===== src/rtl/motor_pwm_pkg.sv =====
// Shared types and constants for the dual-channel H-bridge PWM driver.
// Contents: channel state encoding, PWM counter limits, direction encoding,
// and the duty ramp helper used when MOTOR_PWM_RAMP_EN is defined.
package motor_pwm_pkg;

    typedef enum logic {
        ST_RUN  = 1'b0,
        ST_DEAD = 1'b1
    } chan_state_e;

    localparam int unsigned PWM_W = 8;

    localparam logic [PWM_W-1:0] PWM_MAX  = 8'd255;
    localparam logic [PWM_W-1:0] PWM_WRAP = 8'd254;

    localparam logic DIR_FWD = 1'b0;
    localparam logic DIR_REV = 1'b1;

    // Move cur toward tgt by at most step, landing exactly on tgt.
    function automatic logic [PWM_W-1:0] ramp_toward(input logic [PWM_W-1:0] cur,
                                                     input logic [PWM_W-1:0] tgt,
                                                     input logic [PWM_W-1:0] step);
        logic [PWM_W-1:0] res;
        if (cur < tgt) begin
            res = ((tgt - cur) > step) ? (cur + step) : tgt;
        end else begin
            res = ((cur - tgt) > step) ? (cur - step) : tgt;
        end
        return res;
    endfunction

endpackage


===== src/rtl/motor_pwm_channel.sv =====
// One H-bridge channel: direction/duty FSM updated only at PWM period
// boundaries, dead-time on reversal, registered bridge outputs.
// Optional feature macro: MOTOR_PWM_RAMP_EN (duty slews by RAMP_STEP/period).
// Ports:
//   clk_in, reset_in   clock, asynchronous active-high reset
//   boundary           one-cycle strobe on the tick where pwm_cnt wraps to 0
//   pwm_cnt            shared PWM counter 0..254
//   cmd_dir, cmd_speed commanded direction (0 fwd, 1 rev) and duty
//   a_out, b_out       bridge inputs (A is PWM forward, B is PWM reverse)
module motor_pwm_channel
    import motor_pwm_pkg::*;
#(
    parameter int unsigned DEAD_PERIODS = 2
`ifdef MOTOR_PWM_RAMP_EN
    ,
    parameter int unsigned RAMP_STEP = 8
`endif
) (
    input  logic       clk_in,
    input  logic       reset_in,
    input  logic       boundary,
    input  logic [7:0] pwm_cnt,
    input  logic       cmd_dir,
    input  logic [7:0] cmd_speed,
    output logic       a_out,
    output logic       b_out
);

    localparam int unsigned DCW = (DEAD_PERIODS > 1) ? $clog2(DEAD_PERIODS) : 1;
    localparam logic [DCW-1:0] DEAD_RELOAD = DCW'(DEAD_PERIODS - 1);
`ifdef MOTOR_PWM_RAMP_EN
    localparam logic [7:0] STEP = 8'(RAMP_STEP);
`endif

    chan_state_e    state_q, state_d;
    logic [7:0]     duty_q, duty_d;
    logic           dir_q, dir_d;
    logic [DCW-1:0] dead_q, dead_d;
    logic           a_q, a_d;
    logic           b_q, b_d;

    // State register, channel datapath and output flops.
    always_ff @(posedge clk_in or posedge reset_in) begin
        if (reset_in) begin
            state_q <= ST_RUN;
            duty_q  <= '0;
            dir_q   <= DIR_FWD;
            dead_q  <= '0;
            a_q     <= 1'b0;
            b_q     <= 1'b0;
        end else begin
            state_q <= state_d;
            duty_q  <= duty_d;
            dir_q   <= dir_d;
            dead_q  <= dead_d;
            a_q     <= a_d;
            b_q     <= b_d;
        end
    end

    // Next state: commands are only looked at on a period boundary.
    always_comb begin
        state_d = state_q;
        duty_d  = duty_q;
        dir_d   = dir_q;
        dead_d  = dead_q;
        if (boundary) begin
            unique case (state_q)
                ST_RUN: begin
                    if (cmd_dir == dir_q) begin
`ifdef MOTOR_PWM_RAMP_EN
                        duty_d = ramp_toward(duty_q, cmd_speed, STEP);
`else
                        duty_d = cmd_speed;
`endif
                    end else if (duty_q == 8'd0) begin
`ifdef MOTOR_PWM_RAMP_EN
                        // Ramped reversal: a full period at zero duty has
                        // elapsed, now hold both sides low for the dead time.
                        state_d = ST_DEAD;
                        dead_d  = DEAD_RELOAD;
`else
                        dir_d  = cmd_dir;
                        duty_d = cmd_speed;
`endif
                    end else begin
`ifdef MOTOR_PWM_RAMP_EN
                        duty_d = ramp_toward(duty_q, 8'd0, STEP);
`else
                        state_d = ST_DEAD;
                        duty_d  = 8'd0;
                        dead_d  = DEAD_RELOAD;
`endif
                    end
                end
                ST_DEAD: begin
                    if (dead_q != '0) begin
                        dead_d = dead_q - DCW'(1);
                    end else begin
                        state_d = ST_RUN;
                        dir_d   = cmd_dir;
`ifdef MOTOR_PWM_RAMP_EN
                        duty_d  = (cmd_speed < STEP) ? cmd_speed : STEP;
`else
                        duty_d  = cmd_speed;
`endif
                    end
                end
                default: state_d = ST_RUN;
            endcase
        end
    end

    // Output decode: PWM steered to one bridge side, both low in DEAD.
    always_comb begin
        a_d = 1'b0;
        b_d = 1'b0;
        if (state_q == ST_RUN && ((duty_q == PWM_MAX) || (pwm_cnt < duty_q))) begin
            a_d = (dir_q == DIR_FWD);
            b_d = (dir_q == DIR_REV);
        end
    end

    assign a_out = a_q;
    assign b_out = b_q;

endmodule


===== src/rtl/motor_pwm_driver.sv =====
// Dual-channel H-bridge PWM driver. Owns the shared prescaler, PWM counter
// and period-start strobe; each motor is a motor_pwm_channel instance.
// Optional feature macro: MOTOR_PWM_RAMP_EN (adds RAMP_STEP parameter).
// Ports:
//   clk_in, reset_in                 clock, asynchronous active-high reset
//   m1/m2_direction_in, _speed_in    per-motor direction and 8-bit duty
//   m1/m2_a_out, m1/m2_b_out         bridge inputs per motor
//   period_start_out                 pulse on first cycle of each PWM period
module motor_pwm_driver
    import motor_pwm_pkg::*;
#(
    parameter int unsigned PRESCALE     = 4,
    parameter int unsigned DEAD_PERIODS = 2
`ifdef MOTOR_PWM_RAMP_EN
    ,
    parameter int unsigned RAMP_STEP    = 8
`endif
) (
    input  logic       clk_in,
    input  logic       reset_in,
    input  logic       m1_direction_in,
    input  logic       m2_direction_in,
    input  logic [7:0] m1_speed_in,
    input  logic [7:0] m2_speed_in,
    output logic       m1_a_out,
    output logic       m1_b_out,
    output logic       m2_a_out,
    output logic       m2_b_out,
    output logic       period_start_out
);

    localparam int unsigned PSW = (PRESCALE > 1) ? $clog2(PRESCALE) : 1;

    logic [PSW-1:0] prescale_q, prescale_d;
    logic [7:0]     pwm_cnt_q, pwm_cnt_d;
    logic           period_start_q;
    logic           tick_c;
    logic           boundary_c;

    // Timebase: prescaler tick advances the 0..254 PWM counter.
    always_comb begin
        tick_c     = (prescale_q == PSW'(PRESCALE - 1));
        boundary_c = tick_c && (pwm_cnt_q == PWM_WRAP);
        prescale_d = tick_c ? '0 : (prescale_q + PSW'(1));
        pwm_cnt_d  = pwm_cnt_q;
        if (tick_c) begin
            pwm_cnt_d = boundary_c ? 8'd0 : (pwm_cnt_q + 8'd1);
        end
    end

    always_ff @(posedge clk_in or posedge reset_in) begin
        if (reset_in) begin
            prescale_q     <= '0;
            pwm_cnt_q      <= '0;
            period_start_q <= 1'b0;
        end else begin
            prescale_q     <= prescale_d;
            pwm_cnt_q      <= pwm_cnt_d;
            period_start_q <= boundary_c;
        end
    end

    assign period_start_out = period_start_q;

    motor_pwm_channel #(
        .DEAD_PERIODS(DEAD_PERIODS)
`ifdef MOTOR_PWM_RAMP_EN
        ,
        .RAMP_STEP(RAMP_STEP)
`endif
    ) u_ch1 (
        .clk_in   (clk_in),
        .reset_in (reset_in),
        .boundary (boundary_c),
        .pwm_cnt  (pwm_cnt_q),
        .cmd_dir  (m1_direction_in),
        .cmd_speed(m1_speed_in),
        .a_out    (m1_a_out),
        .b_out    (m1_b_out)
    );

    motor_pwm_channel #(
        .DEAD_PERIODS(DEAD_PERIODS)
`ifdef MOTOR_PWM_RAMP_EN
        ,
        .RAMP_STEP(RAMP_STEP)
`endif
    ) u_ch2 (
        .clk_in   (clk_in),
        .reset_in (reset_in),
        .boundary (boundary_c),
        .pwm_cnt  (pwm_cnt_q),
        .cmd_dir  (m2_direction_in),
        .cmd_speed(m2_speed_in),
        .a_out    (m2_a_out),
        .b_out    (m2_b_out)
    );

endmodule


===== config.mk =====
export PLATFORM = sky130hd
export DESIGN_NAME = motor_pwm_driver
export DESIGN_NICKNAME = d
export VERILOG_FILES = /design/src/rtl/motor_pwm_pkg.sv /design/src/rtl/motor_pwm_channel.sv /design/src/rtl/motor_pwm_driver.sv
export SDC_FILE = /design/constraint.sdc
export NUM_CORES = 1
export LEC_CHECK = 0
export ABC_CLOCK_PERIOD_IN_PS = 2250
export CORE_MARGIN = 8
export CORE_UTILIZATION = 25
export CTS_CLUSTER_SIZE = 12
export DETAILED_ROUTE_END_ITERATION = 8
export SYNTH_ARGS = -nofsm -noshare
export SYNTH_HDL_FRONTEND = slang
export SYNTH_SLANG_ARGS = --single-unit

===== constraint.sdc =====
create_clock -name clk_in -period 2.25 [get_ports clk_in]
set_clock_uncertainty 0.05 [all_clocks]
set_input_delay 0.675 -clock clk_in [delete_from_list [all_inputs] [get_ports clk_in]]
set_output_delay 0.675 -clock clk_in [all_outputs]
set_load 0.02 [all_outputs]

==> reports/metrics.cfg <==
[die]
die_w_um = 107.9
die_h_um = 107.9
fp.dieArea_mm2 = 0.01165
core_area_mm2 = 0.008217
row_count = 33
initial_core_util = 0.2572
pin_count = 25

[run_status]
outcome = complete, no violations

[synth]
avgSynthCellArea_um2 = 10.41
syn-cell-area_mm2 = 0.002113
synth-xor-area-share = 0.02072
synthSimpleGateAreaFrac = 0.1871
ys_top_cells_by_area = dfrtp_1 (44%), ha_1 (10%), o22ai_2 (5.3%)
yosysWarnings = 0
synth_area_leader_cell = dfrtp_1
synth_ff_type = dfrtp_1
synth_fa_ha_area_frac = 0.1007
synth_compound_area_frac = 0.1687
synth_edf_count = 0
yosysSeqAreaShare = 0.4381
synth_top_area_frac = 0.4381
muxShareOfSynthArea = 0.01599
synthArstFlopShare = 1.000
syn_nets = 240
synth_top_family_by_area = simple AND/OR/NAND/NOR gates
postSynthCellCount = 203
ys_types = 47
ys_ff_latch = 37

[pwr]
p_leak_nw = 1.151
irDropWorstVdd_uv = 153.8
powerDensity_mw_per_mm2 = 464.5

[timing]
post-route-min-period_ns = 1.939
setup-violations-final = 0
hold_ws_ns = 0.3725
relSlewSlack = 0.6618
rsz0062_at_grt = false
drv_slew = 0
timing.fmax_ghz = 0.5157
tns_ns = 0
worst_pin_slew_ns = 0.4945
fin_crit_sh = 0.8619
setup_ws_ns = 0.3107
hold_violations = 0

[place]
dp_worst_setup_slack_ns = 0.1952
dp.cells = 330
place_congestion = 0.7769
place_hpwl_mm = 3.433
dpl_cell_area_mm2 = 0.002445
numPortBuffers = 24

[worst_setup_path]
cp.arrival_ns = 1.21
crit_family = buffers and inverters
worst_path_largest_cell_delay_ns = 0.60
crit_path_start_kind = flop
path_class = flop to output port
path_cells = clkdlybuf4s50_1
crit_fanout = 1
required_ns = 1.52
crit_buf_inv = 1
slowest_stage = clkdlybuf4s50_1
cp-end-kind = output port

[detailed_routing]
drtAntennaViolNets = 0
vias = 1595
route.detailed.drc = 0
firstDrtPassIters = 4
wire_per_inst_um = 13.43
finalWirelength_mm = 4.538
avgViaCountPerCell = 4.719
drt_iter0_drc = 79

[run]
drv_cap = 0

[clocking]
post_cts_resized = 0
cts_hold_buf = 0
h-tree-depth = 2
clk_latency_ns = 0.29
cts_made_buffers = 5
cts.clk_slew.worst_paths_ns = 0.07
post_cts_buffers = 0
cts_sinks = 37
cts_tree = done
cts_root_buffer = clkbuf_8
clock_path_buffers = 2

[global_routing]
grt.overflow.total = 0
antenna_found_initial = 0
grt_pass1_vias = 1590
grt_pass1_wl_mm = 7.838
grt_max_degree = 38
grt_use_total = 0.08430

[cells_and_area]
area_delta_synth_final_pct = 19.60
final_layout_size_suffix_gt1_frac = 0.1459
final.fill_count = 858
final_cells = 338
final_cell_area_mm2 = 0.002527
num_antenna_cells = 0
nets = 269

[hold_path]
hold_class = flop to flop

## per-layer routing
layer | vias up | wire length, µm | GRT usage
li1 | 790 | - | -
met4 | 0 | 85 | 0.03865
met3 | 6 | 156 | 0.01844
met1 | 771 | 2115 | 0.1058
met5 | - | 0 | 0
met2 | 28 | 2180 | 0.1351
## layout by cell type (no fill, tap or decap), types with 3 or more instances in the layout
master           count
clkbuf_8             5
nor2_1              12
dfrtp_1             37
nand2_2              3
nand3_1              4
a21o_1               3
buf_4                5
o22ai_1              5
nand4_1              8
ha_1                17
inv_1               18
nor3_1               3
nand2_1             25
o21ai_0              3
o22ai_2              9
xor2_1               4
a21oi_1              5
clkdlybuf4s50_1     24
## kinds of logic after synthesis
group | count (synthesis)
adders and majority gates | 17
xor gates and xnor gates | 5
and+or+nand+nor | 73
buffers and inverters | 25
DFF | 37
muxes | 3
AOI/OAI and AO/OA | 43
## sequential cells by signal, indices dropped and copies added (netlist names)
| signal | flops |
|---|---|
| pwm_cnt_q | 8 |
| u_ch1.duty_q | 8 |
| u_ch2.duty_q | 8 |
| prescale_q | 2 |
| period_start_out | 1 |
| u_ch1.a_out | 1 |
| u_ch1.b_out | 1 |
| u_ch1.dead_q | 1 |
| u_ch1.dir_q | 1 |
| u_ch1.state_q | 1 |
| u_ch2.a_out | 1 |
| u_ch2.b_out | 1 |
| u_ch2.dead_q | 1 |
| u_ch2.dir_q | 1 |
| u_ch2.state_q | 1 |
## per-stage QoR
step / util / power, W
detailed placement: 0.2975 / 0.0007383
CTS: 0.3076 / 0.001194
finish: 0.3076 / 0.001174
global route: 0.3076 / 0.001224
floorplan: - / 0.0006973
global placement: 0.2975 / 0.0007373
## power by group
group          internal (W)  leakage, nW  switching (W)  total (W)
registers          0.000665        0.406    0.000000765   0.000666
clock network      0.000215       0.0450       0.000236   0.000451
logic             0.0000334        0.699      0.0000232  0.0000565
total              0.000914         1.15       0.000260    0.00117
## synthesized netlist by cell type (2+ instances only)
master     count
a2111oi_0      2
a21o_1         3
a21oi_1        5
a41oi_1        2
and3_1         2
buf_4          2
buf_6          2
dfrtp_1       37
ha_1          17
inv_1         18
mux2_1         2
nand2_1       25
nand2_2        3
nand2b_1       2
nand3_1        4
nand4_1        8
nand4_2        2
nor2_1        12
nor3_1         3
nor3b_1        2
nor4_1         2
nor4_2         2
o21a_1         2
o21ai_0        3
o21ai_1        2
o22ai_1        5
o22ai_2        9
o31ai_1        2
o41ai_1        2
xor2_1         4
## worst paths after layout
kind | start | to | slack, ns | depth (start not counted)
max | u_ch2.a_out | m2_a_out | 0.31 | 1
min | prescale_q[0] | prescale_q[0] | 0.37 | 1
min reg2reg | prescale_q[0] | prescale_q[0] | 0.37 | 1
max reg2reg | pwm_cnt_q[0] | pwm_cnt_q[1] | 0.45 | 6
min in group asynchronous | reset_in | u_ch2.dead_q | 0.74 | 3
max in group asynchronous | reset_in | u_ch2.duty_q[0] | 1.09 | 3
## cell type report
cell class              count  area [µm²]  area share
clock inverters             2       10.01    0.003960
flip-flops and latches     37       925.9      0.3663
well taps                 105       131.4     0.05198
repair buffers             29       277.8      0.1099
multi-input cells         141        1042      0.4124
inverters                  18       67.56     0.02673
clock buffers               6       72.57     0.02871
Power figures use the tool's default switching activity.
